[config.mk]
export PLATFORM = sky130hd
export DESIGN_NAME = serial_add_sub_flat
export DESIGN_NICKNAME = d
export VERILOG_FILES = /design/src/rtl/serial_add_sub_if.sv /design/src/rtl/serial_add_sub.sv /design/src/flat_wrapper.sv
export SDC_FILE = /design/constraint.sdc
export NUM_CORES = 1
export LEC_CHECK = 0
export ABC_CLOCK_PERIOD_IN_PS = 2550
export BUFFER_PORTS_ARGS = -buffer_cell sky130_fd_sc_hd__buf_2
export CAP_MARGIN = 20
export CORE_AREA = 2 2 60 62
export DETAILED_ROUTE_END_ITERATION = 12
export DIE_AREA = 0 0 62 64
export PLACE_DENSITY = 0.66
export SLEW_MARGIN = 20
export SYNTH_ARGS = -nofsm -noshare
export SYNTH_HDL_FRONTEND = slang
export SYNTH_SLANG_ARGS = --single-unit
[constraint.sdc]
create_clock -name clk -period 2.55 [get_ports clk]
set_clock_uncertainty 0.05 [all_clocks]
set_input_delay 0.3825 -clock clk [delete_from_list [all_inputs] [get_ports clk]]
set_output_delay 0.3825 -clock clk [all_outputs]
set_load 0.05 [all_outputs]
[src/rtl/serial_add_sub_if.sv]
// Start/busy/done handshake bundle for the bit-serial adder/subtractor.
// SERIAL_AS_OVF_EN adds the signed-overflow flag to the bundle.
interface serial_add_sub_if #(
    parameter int WIDTH = 8
);
    logic             start;
    logic             mode;
    logic [WIDTH-1:0] a;
    logic [WIDTH-1:0] b;
    logic             busy;
    logic             done;
    logic [WIDTH-1:0] result;
    logic             cout;
`ifdef SERIAL_AS_OVF_EN
    logic             ovf;

    modport master (output start, mode, a, b, input busy, done, result, cout, ovf);
    modport slave  (input start, mode, a, b, output busy, done, result, cout, ovf);
`else
    modport master (output start, mode, a, b, input busy, done, result, cout);
    modport slave  (input start, mode, a, b, output busy, done, result, cout);
`endif
endinterface

[src/rtl/serial_add_sub.sv]
// Bit-serial adder/subtractor: one full-adder/subtractor slice, LSB first, one bit per clock.
// Optional signed overflow output enabled by SERIAL_AS_OVF_EN.
//
// state | meaning
// IDLE  | waiting for start; result/cout hold the last answer
// RUN   | one operand bit processed per edge, result shifts in from the MSB side
// DONE  | one-cycle done pulse; start here begins the next op back-to-back
module serial_add_sub #(
    parameter  int WIDTH = 8,
    localparam int CNT_W = $clog2(WIDTH + 1)
) (
    input  logic               clk,
    input  logic               rst_n,
    serial_add_sub_if.slave    bus
);

    typedef enum logic [1:0] {
        ST_IDLE = 2'd0,
        ST_RUN  = 2'd1,
        ST_DONE = 2'd2
    } state_t;

    localparam logic [CNT_W-1:0] LAST_BIT = CNT_W'(WIDTH - 1);

    state_t             state_q, state_d;
    logic [WIDTH-1:0]   a_q, a_d;
    logic [WIDTH-1:0]   b_q, b_d;
    logic               mode_q, mode_d;
    logic [CNT_W-1:0]   cnt_q, cnt_d;
    logic               carry_q, carry_d;
    logic [WIDTH-1:0]   result_q, result_d;
    logic               cout_q, cout_d;
`ifdef SERIAL_AS_OVF_EN
    logic               ovf_q, ovf_d;
`endif

    logic bit_a;
    logic bit_b;
    logic sum_bit;
    logic carry_nxt;

    // Operands shift right so the current bit is always at position 0.
    always_comb begin
        bit_a     = a_q[0];
        bit_b     = b_q[0];
        sum_bit   = bit_a ^ bit_b ^ carry_q;
        if (mode_q)
            carry_nxt = (~bit_a & bit_b) | (~bit_a & carry_q) | (bit_b & carry_q);
        else
            carry_nxt = (bit_a & bit_b) | (bit_a & carry_q) | (bit_b & carry_q);
    end

    always_comb begin
        state_d  = state_q;
        a_d      = a_q;
        b_d      = b_q;
        mode_d   = mode_q;
        cnt_d    = cnt_q;
        carry_d  = carry_q;
        result_d = result_q;
        cout_d   = cout_q;
`ifdef SERIAL_AS_OVF_EN
        ovf_d    = ovf_q;
`endif
        case (state_q)
            ST_IDLE, ST_DONE: begin
                state_d = ST_IDLE;
                if (bus.start) begin
                    state_d = ST_RUN;
                    a_d     = bus.a;
                    b_d     = bus.b;
                    mode_d  = bus.mode;
                    carry_d = 1'b0;
                    cnt_d   = '0;
                end
            end
            ST_RUN: begin
                result_d = {sum_bit, result_q[WIDTH-1:1]};
                a_d      = a_q >> 1;
                b_d      = b_q >> 1;
                carry_d  = carry_nxt;
                cnt_d    = cnt_q + CNT_W'(1);
                if (cnt_q == LAST_BIT) begin
                    state_d = ST_DONE;
                    cout_d  = carry_nxt;
`ifdef SERIAL_AS_OVF_EN
                    // On the last edge bit_a/bit_b are the operand sign bits.
                    if (mode_q)
                        ovf_d = (bit_a != bit_b) && (sum_bit != bit_a);
                    else
                        ovf_d = (bit_a == bit_b) && (sum_bit != bit_a);
`endif
                end
            end
            default: state_d = ST_IDLE;
        endcase
    end

    always_ff @(posedge clk) begin
        if (!rst_n) begin
            state_q  <= ST_IDLE;
            a_q      <= '0;
            b_q      <= '0;
            mode_q   <= 1'b0;
            cnt_q    <= '0;
            carry_q  <= 1'b0;
            result_q <= '0;
            cout_q   <= 1'b0;
`ifdef SERIAL_AS_OVF_EN
            ovf_q    <= 1'b0;
`endif
        end else begin
            state_q  <= state_d;
            a_q      <= a_d;
            b_q      <= b_d;
            mode_q   <= mode_d;
            cnt_q    <= cnt_d;
            carry_q  <= carry_d;
            result_q <= result_d;
            cout_q   <= cout_d;
`ifdef SERIAL_AS_OVF_EN
            ovf_q    <= ovf_d;
`endif
        end
    end

    assign bus.busy   = (state_q == ST_RUN);
    assign bus.done   = (state_q == ST_DONE);
    assign bus.result = result_q;
    assign bus.cout   = cout_q;
`ifdef SERIAL_AS_OVF_EN
    assign bus.ovf    = ovf_q;
`endif

endmodule
[src/flat_wrapper.sv]
// flat-port wrapper written by rule: the top's interface ports become plain ports
module serial_add_sub_flat 
#(
    parameter  int WIDTH = 8,
    localparam int CNT_W = $clog2(WIDTH + 1)
)
  (clk, rst_n, bus_start, bus_mode, bus_a, bus_b, bus_busy, bus_done, bus_result, bus_cout);
  serial_add_sub_if #(.WIDTH(WIDTH)) bus_i ();
  input  logic clk;
  input  logic rst_n;
  input wire logic [$bits(bus_i.start)-1:0] bus_start;
  input wire logic [$bits(bus_i.mode)-1:0] bus_mode;
  input wire logic [$bits(bus_i.a)-1:0] bus_a;
  input wire logic [$bits(bus_i.b)-1:0] bus_b;
  output wire logic [$bits(bus_i.busy)-1:0] bus_busy;
  output wire logic [$bits(bus_i.done)-1:0] bus_done;
  output wire logic [$bits(bus_i.result)-1:0] bus_result;
  output wire logic [$bits(bus_i.cout)-1:0] bus_cout;
  assign bus_i.start = bus_start;
  assign bus_i.mode = bus_mode;
  assign bus_i.a = bus_a;
  assign bus_i.b = bus_b;
  assign bus_busy = bus_i.busy;
  assign bus_done = bus_i.done;
  assign bus_result = bus_i.result;
  assign bus_cout = bus_i.cout;
  serial_add_sub #(.WIDTH(WIDTH)) u_core (.clk(clk), .rst_n(rst_n), .bus(bus_i));
endmodule
==> results of run 1 <==
==> power groups by stage <==
stage	logic, uW	clock network (uW)	registers, uW
finish	127	300	555
global route	141	339	558
CTS	129	306	554
detailed placement	129	0	566
global placement	124	0	564
floorplan	104	0	566
==> per-layer routing <==
layer | GRT usage (%) | wire length (um) | vias up
met1 | 17.0 | 1180 | 531
met3 | 5.47 | 169 | 8
met5 | 0 | 0 | -
met4 | 7.98 | 61 | 0
li1 | - | - | 590
met2 | 25.3 | 1300 | 34
==> synthesized netlist by cell type, drive strengths merged <==
cell type and n:
nand4 1, mux2 1, inv 3, o21a 1, mux2i 1, nand3b 2, clkbuf 3, nor4 1
o22ai 2, xnor2 1, nand2 33, and3b 1, ha 3, a21oi 2, buf 7, a21boi 23
nand2b 1, a31oi 1, o21ai 2, a22oi 17, nand3 1, nor2 6, dfxtp 33, and2b 1
nor2b 7
==> worst max-delay path: stages (launching register included) <==
cell and delay (ns):
dfxtp_1 0.40, nand2b_4 0.14, inv_4 0.28, buf_2 0.33
==> cell usage in the layout, fill, tap and decap left out, types with 3 or more instances in the layout <==
cell | synthesis | layout
clkbuf_4 | 0 | 5
nor2_1 | 5 | 5
a22oi_1 | 17 | 17
buf_2 | 2 | 30
nand2_1 | 33 | 33
nor2b_1 | 7 | 7
a21boi_1 | 23 | 23
dfxtp_1 | 33 | 33
ha_1 | 3 | 3
==> worst min-delay path by stage <==
| stage | start | endpoint | slack (ns) | cells after the start |
|---|---|---|---|---|
| floorplan | u_core.a_q[1] | u_core.a_q[1] | 0.39 | 2 |
| global placement | u_core.b_q[3] | u_core.b_q[3] | 0.39 | 2 |
| detailed placement | u_core.b_q[5] | u_core.b_q[5] | 0.40 | 2 |
| CTS | bus_mode | u_core.mode_q | 0.26 | 3 |
| global route | bus_mode | u_core.mode_q | 0.26 | 3 |
| finish | bus_mode | u_core.mode_q | 0.26 | 3 |
==> stage by stage <==
stage | area [um2] | cells | hold slack (ns) | util [%] | total power [uW]
2_1_floorplan | 1430 | 154 | 0.385 | - | 670
3_3_place_gp | 1570 | 220 | 0.391 | 47.7 | 689
3_5_place_dp | 1570 | 220 | 0.399 | 47.7 | 695
4_1_cts | 1620 | 227 | 0.259 | 49.4 | 989
5_1_grt | 1620 | 227 | 0.260 | 49.4 | 1040
6_report | 1620 | 227 | 0.259 | 49.4 | 982
==> registers in the layout, indices dropped and copies added (netlist names) <==
name               count
u_core.bus.cout        1
u_core.state_q         2
u_core.b_q             8
u_core.carry_q         1
u_core.a_q             8
u_core.bus.result      8
u_core.cnt_q           4
u_core.mode_q          1
==> logic make-up (layout without fill, tap and decap cells) <==
| kind of cell | Yosys count | after routing | share of synthesized area [%] |
|---|---|---|---|
| flops | 33 | 33 | 46.2 |
| buf+inv | 13 | 40 | 5.86 |
| fa+ha+maj | 3 | 3 | 2.62 |
| xor+xnor | 1 | 1 | 0.613 |
| simple gates | 54 | 54 | 19.0 |
| compound gates | 48 | 48 | 24.2 |
| mux | 2 | 2 | 1.49 |
==> final cells by class <==
class | instances | area share, %
Multi-Input combinational cell | 108 | 42.3
Inverter | 3 | 0.848
Timing Repair Buffer | 30 | 9.25
Tap cell | 46 | 3.55
Sequential cell | 33 | 40.7
Clock buffer | 7 | 3.39
==> results.json, run 1 <==
{
  "dp_slack_ns": 0.982,
  "cts_tree": "built",
  "power_frac_clock_pct": 30.6,
  "worstPathArrival_ns": 1.50,
  "grt_usage_pct": 15.5,
  "setup_viol": 0,
  "cts_setup_buffers": 0,
  "min_period_ns": 1.93,
  "grt_pass1_wl_um": 4570,
  "seq_power_share_pct": 56.5,
  "yosysUniqueCellTypes": 29,
  "fillers": 318,
  "worstMarginPinSlew_ns": 0.484,
  "cap_violations": 0,
  "grt_pass1_vias": 1094,
  "gr-total-overflow": 0,
  "wl_per_cell_um": 12.0,
  "cts_root_buf": "clkbuf_4",
  "cts_resized": 0,
  "pwr-share-comb_pct": 12.9,
  "min_period_over_period_pct": 75.7,
  "yosys.area.top_type_share_pct": 46.2,
  "start_kind": "flop",
  "dieHeight_um": 64,
  "avgSynthCellArea_um2": 9.29,
  "clkLatencyLatePin_ns": 0.34,
  "clk_path_buf_depth": 2,
  "netSwitchingPower_uw": 262,
  "ir_worst_vdd_mv": 0.364,
  "setup_tns_ns": 0,
  "drive_gt1_share_pct": 22.7,
  "power_leakage_uw": 0.000666,
  "drc": 0,
  "syn_inst": 154,
  "powerDensity_nw_per_um2": 605,
  "rsz0062_at_grt": "false",
  "ys_seq_area_share_pct": 46.2,
  "worstReg2RegEnd": "u_core.cnt_q[3]",
  "sw_frac_of_total_pct": 26.7,
  "p_int_uw": 720,
  "fmax_mhz": 518,
  "setup_slack_ns": 0.619,
  "path_class": "reg -> out",
  "outcome": "finished clean",
  "synth_area_leaders": "dfxtp_1, a21boi_1, a22oi_1",
  "fp-row-count": 21,
  "port-buffer-count": 30,
  "ios": 31,
  "relSlewSlack_pct": 67.8,
  "wirelength_um": 2710,
  "rr_startpoint": "u_core.state_q[0]",
  "diodes": 0,
  "dr.pass1.iters": 6,
  "num_vias": 1163,
  "synth_top_area_cell": "dfxtp_1",
  "r2r_cells": 5,
  "slew_viol_final": 0,
  "synth.net_count": 177,
  "h-tree-depth": 2,
  "syn_area_um2": 1430,
  "required_ns": 2.12,
  "yosysWarnings": 0,
  "antenna_found_initial": 0,
  "dpl.hpwl_um": 1790,
  "min_path_type": "in -> reg",
  "regArea_um2": 661,
  "crit_start": "u_core.state_q[0]",
  "end_kind": "output pin",
  "design.core.area_um2": 3280,
  "gp_congestion": 0.727,
  "drt_iter0_drc": 48,
  "grt_max_degree": 35,
  "cts_hold_buffers": 0,
  "initial_core_util_pct": 43.5,
  "via_per_inst": 5.12,
  "cts_buffers": 5,
  "clk_transition_reported_paths_ns": 0.10,
  "synthToLayoutAreaGrowth_pct": 13.5,
  "rrSetupSlack_ns": 1.06,
  "cp_max_fo": 29,
  "multi_input_area_um2": 686,
  "fp.dieW_um": 62,
  "hold_viol": 0,
  "ys_ff_latch": 33,
  "critPathCapture": "bus_busy",
  "nets": 204,
  "clock-sinks": 33,
  "die_area_um2": 3970,
  "postRouteAntennaNets": 0
}
(Power assumes the default switching activity.)
==> run 2, diff against run 1 <==
ABC_CLOCK_PERIOD_IN_PS = 2000   (was 2550)
clock period = 2 ns   (was 2.55 ns; I/O delays follow)
==> run 2 against run 1 <==
Compared with the run above: core utilization unchanged; non-clock buffer count did not move; worst hold slack worse by 0.075 ns; highest routed layer unchanged; final area did not move.
==> results.json, run 2 (synthesis gave the netlist of run 1 again) <==
{
  "dr.pass1.iters": 4,
  "worstMarginPinSlew_ns": 0.489,
  "gp_congestion": 0.740,
  "min_path_type": "in -> reg",
  "fmax_mhz": 549,
  "grt_max_degree": 35,
  "drive_gt1_share_pct": 22.7,
  "outcome": "finished clean",
  "drt_iter0_drc": 54,
  "clkLatencyLatePin_ns": 0.32,
  "cts_root_buf": "clkbuf_4",
  "wl_per_cell_um": 11.9,
  "ios": 31,
  "cts_setup_buffers": 0,
  "path_class": "reg -> out",
  "power_leakage_uw": 0.000666,
  "min_period_over_period_pct": 91.0,
  "final_cell_mix": "nand2_1, dfxtp_1, buf_2",
  "port-buffer-count": 30,
  "fillers": 338,
  "powerDensity_nw_per_um2": 763,
  "rrSetupSlack_ns": 0.50,
  "gr-total-overflow": 0,
  "cts_resized": 0,
  "nets": 204,
  "start_kind": "flop",
  "slew_viol_final": 0,
  "grt_pass1_vias": 1092,
  "cap_violations": 0,
  "design_area_um2": 1620,
  "clk_transition_reported_paths_ns": 0.09,
  "diodes": 0,
  "worstPathArrival_ns": 1.47,
  "relSlewSlack_pct": 67.4,
  "rsz0062_at_grt": "false",
  "min_period_ns": 1.82,
  "num_vias": 1167,
  "cts_tree": "built",
  "fp.dieW_um": 62,
  "clk_path_buf_depth": 2,
  "h-tree-depth": 2,
  "die_area_um2": 3970,
  "synthToLayoutAreaGrowth_pct": 13.5,
  "cts_buffers": 5,
  "postRouteAntennaNets": 0,
  "setup_tns_ns": 0,
  "fp-row-count": 21,
  "dpl.hpwl_um": 1840,
  "total_power_uw": 1240,
  "initial_core_util_pct": 43.5,
  "end_kind": "output pin",
  "design.core.area_um2": 3280,
  "required_ns": 1.65,
  "dieHeight_um": 64,
  "antenna_found_initial": 0,
  "via_per_inst": 5.14,
  "grt_pass1_wl_um": 4500,
  "placed_area_um2": 1570,
  "regArea_um2": 661,
  "grt_usage_pct": 15.3,
  "drc": 0,
  "wirelength_um": 2700,
  "ir_worst_vdd_mv": 0.439,
  "dp_slack_ns": 0.502,
  "clock-sinks": 33,
  "holdWs_ns": 0.184,
  "setup_slack_ns": 0.179,
  "hold_viol": 0,
  "multi_input_area_um2": 686,
  "cts_hold_buffers": 0,
  "cp_max_fo": 29,
  "setup_viol": 0
}
==> run 2: cell counts in the layout (fill, tap and decap cells not counted) <==
No cell type changed its count.
==> run 2: worst paths after layout <==
path                           to              start  cells after the start
setup / recovery         bus_busy  u_core.state_q[0]                      3
hold / removal      u_core.mode_q           bus_mode                      3
setup reg to reg  u_core.cnt_q[3]  u_core.state_q[0]                      5
hold reg to reg     u_core.a_q[4]      u_core.a_q[4]                      2
==> run 2: metal layers <==
metal  wire length (um)  share of wire (%)  GRT usage (%)
met1               1190                 44           17.4
met2               1290                 48           25.0
met3                164                6.1           4.25
met4                 48                1.8           7.98
met5                  0                  0              0
==> run 2: power by group <==
group	switching, uW	internal, uW	total (uW)
Combinational	96.6	65.8	162
Clock	205	166	371
Sequential	19.9	686	706
Total	321	918	1240
==> run 2: through the flow <==
stage,std cells,utilization (%)
floorplan,154,-
global placement,220,47.7
detailed placement,220,47.7
CTS,227,49.4
global route,227,49.4
finish,227,49.4
==> run 2: critical path, cell delays in order (launching register included) <==
cell      delay, ns
dfxtp_1        0.39
nand2b_4       0.14
inv_4          0.29
buf_2          0.33
==> run 2: cell type report <==
class | count | area share (%)
Clock buffer | 7 | 3.39
Inverter | 3 | 0.848
Multi-Input combinational cell | 108 | 42.3
Sequential cell | 33 | 40.7
Tap cell | 46 | 3.55
Timing Repair Buffer | 30 | 9.25
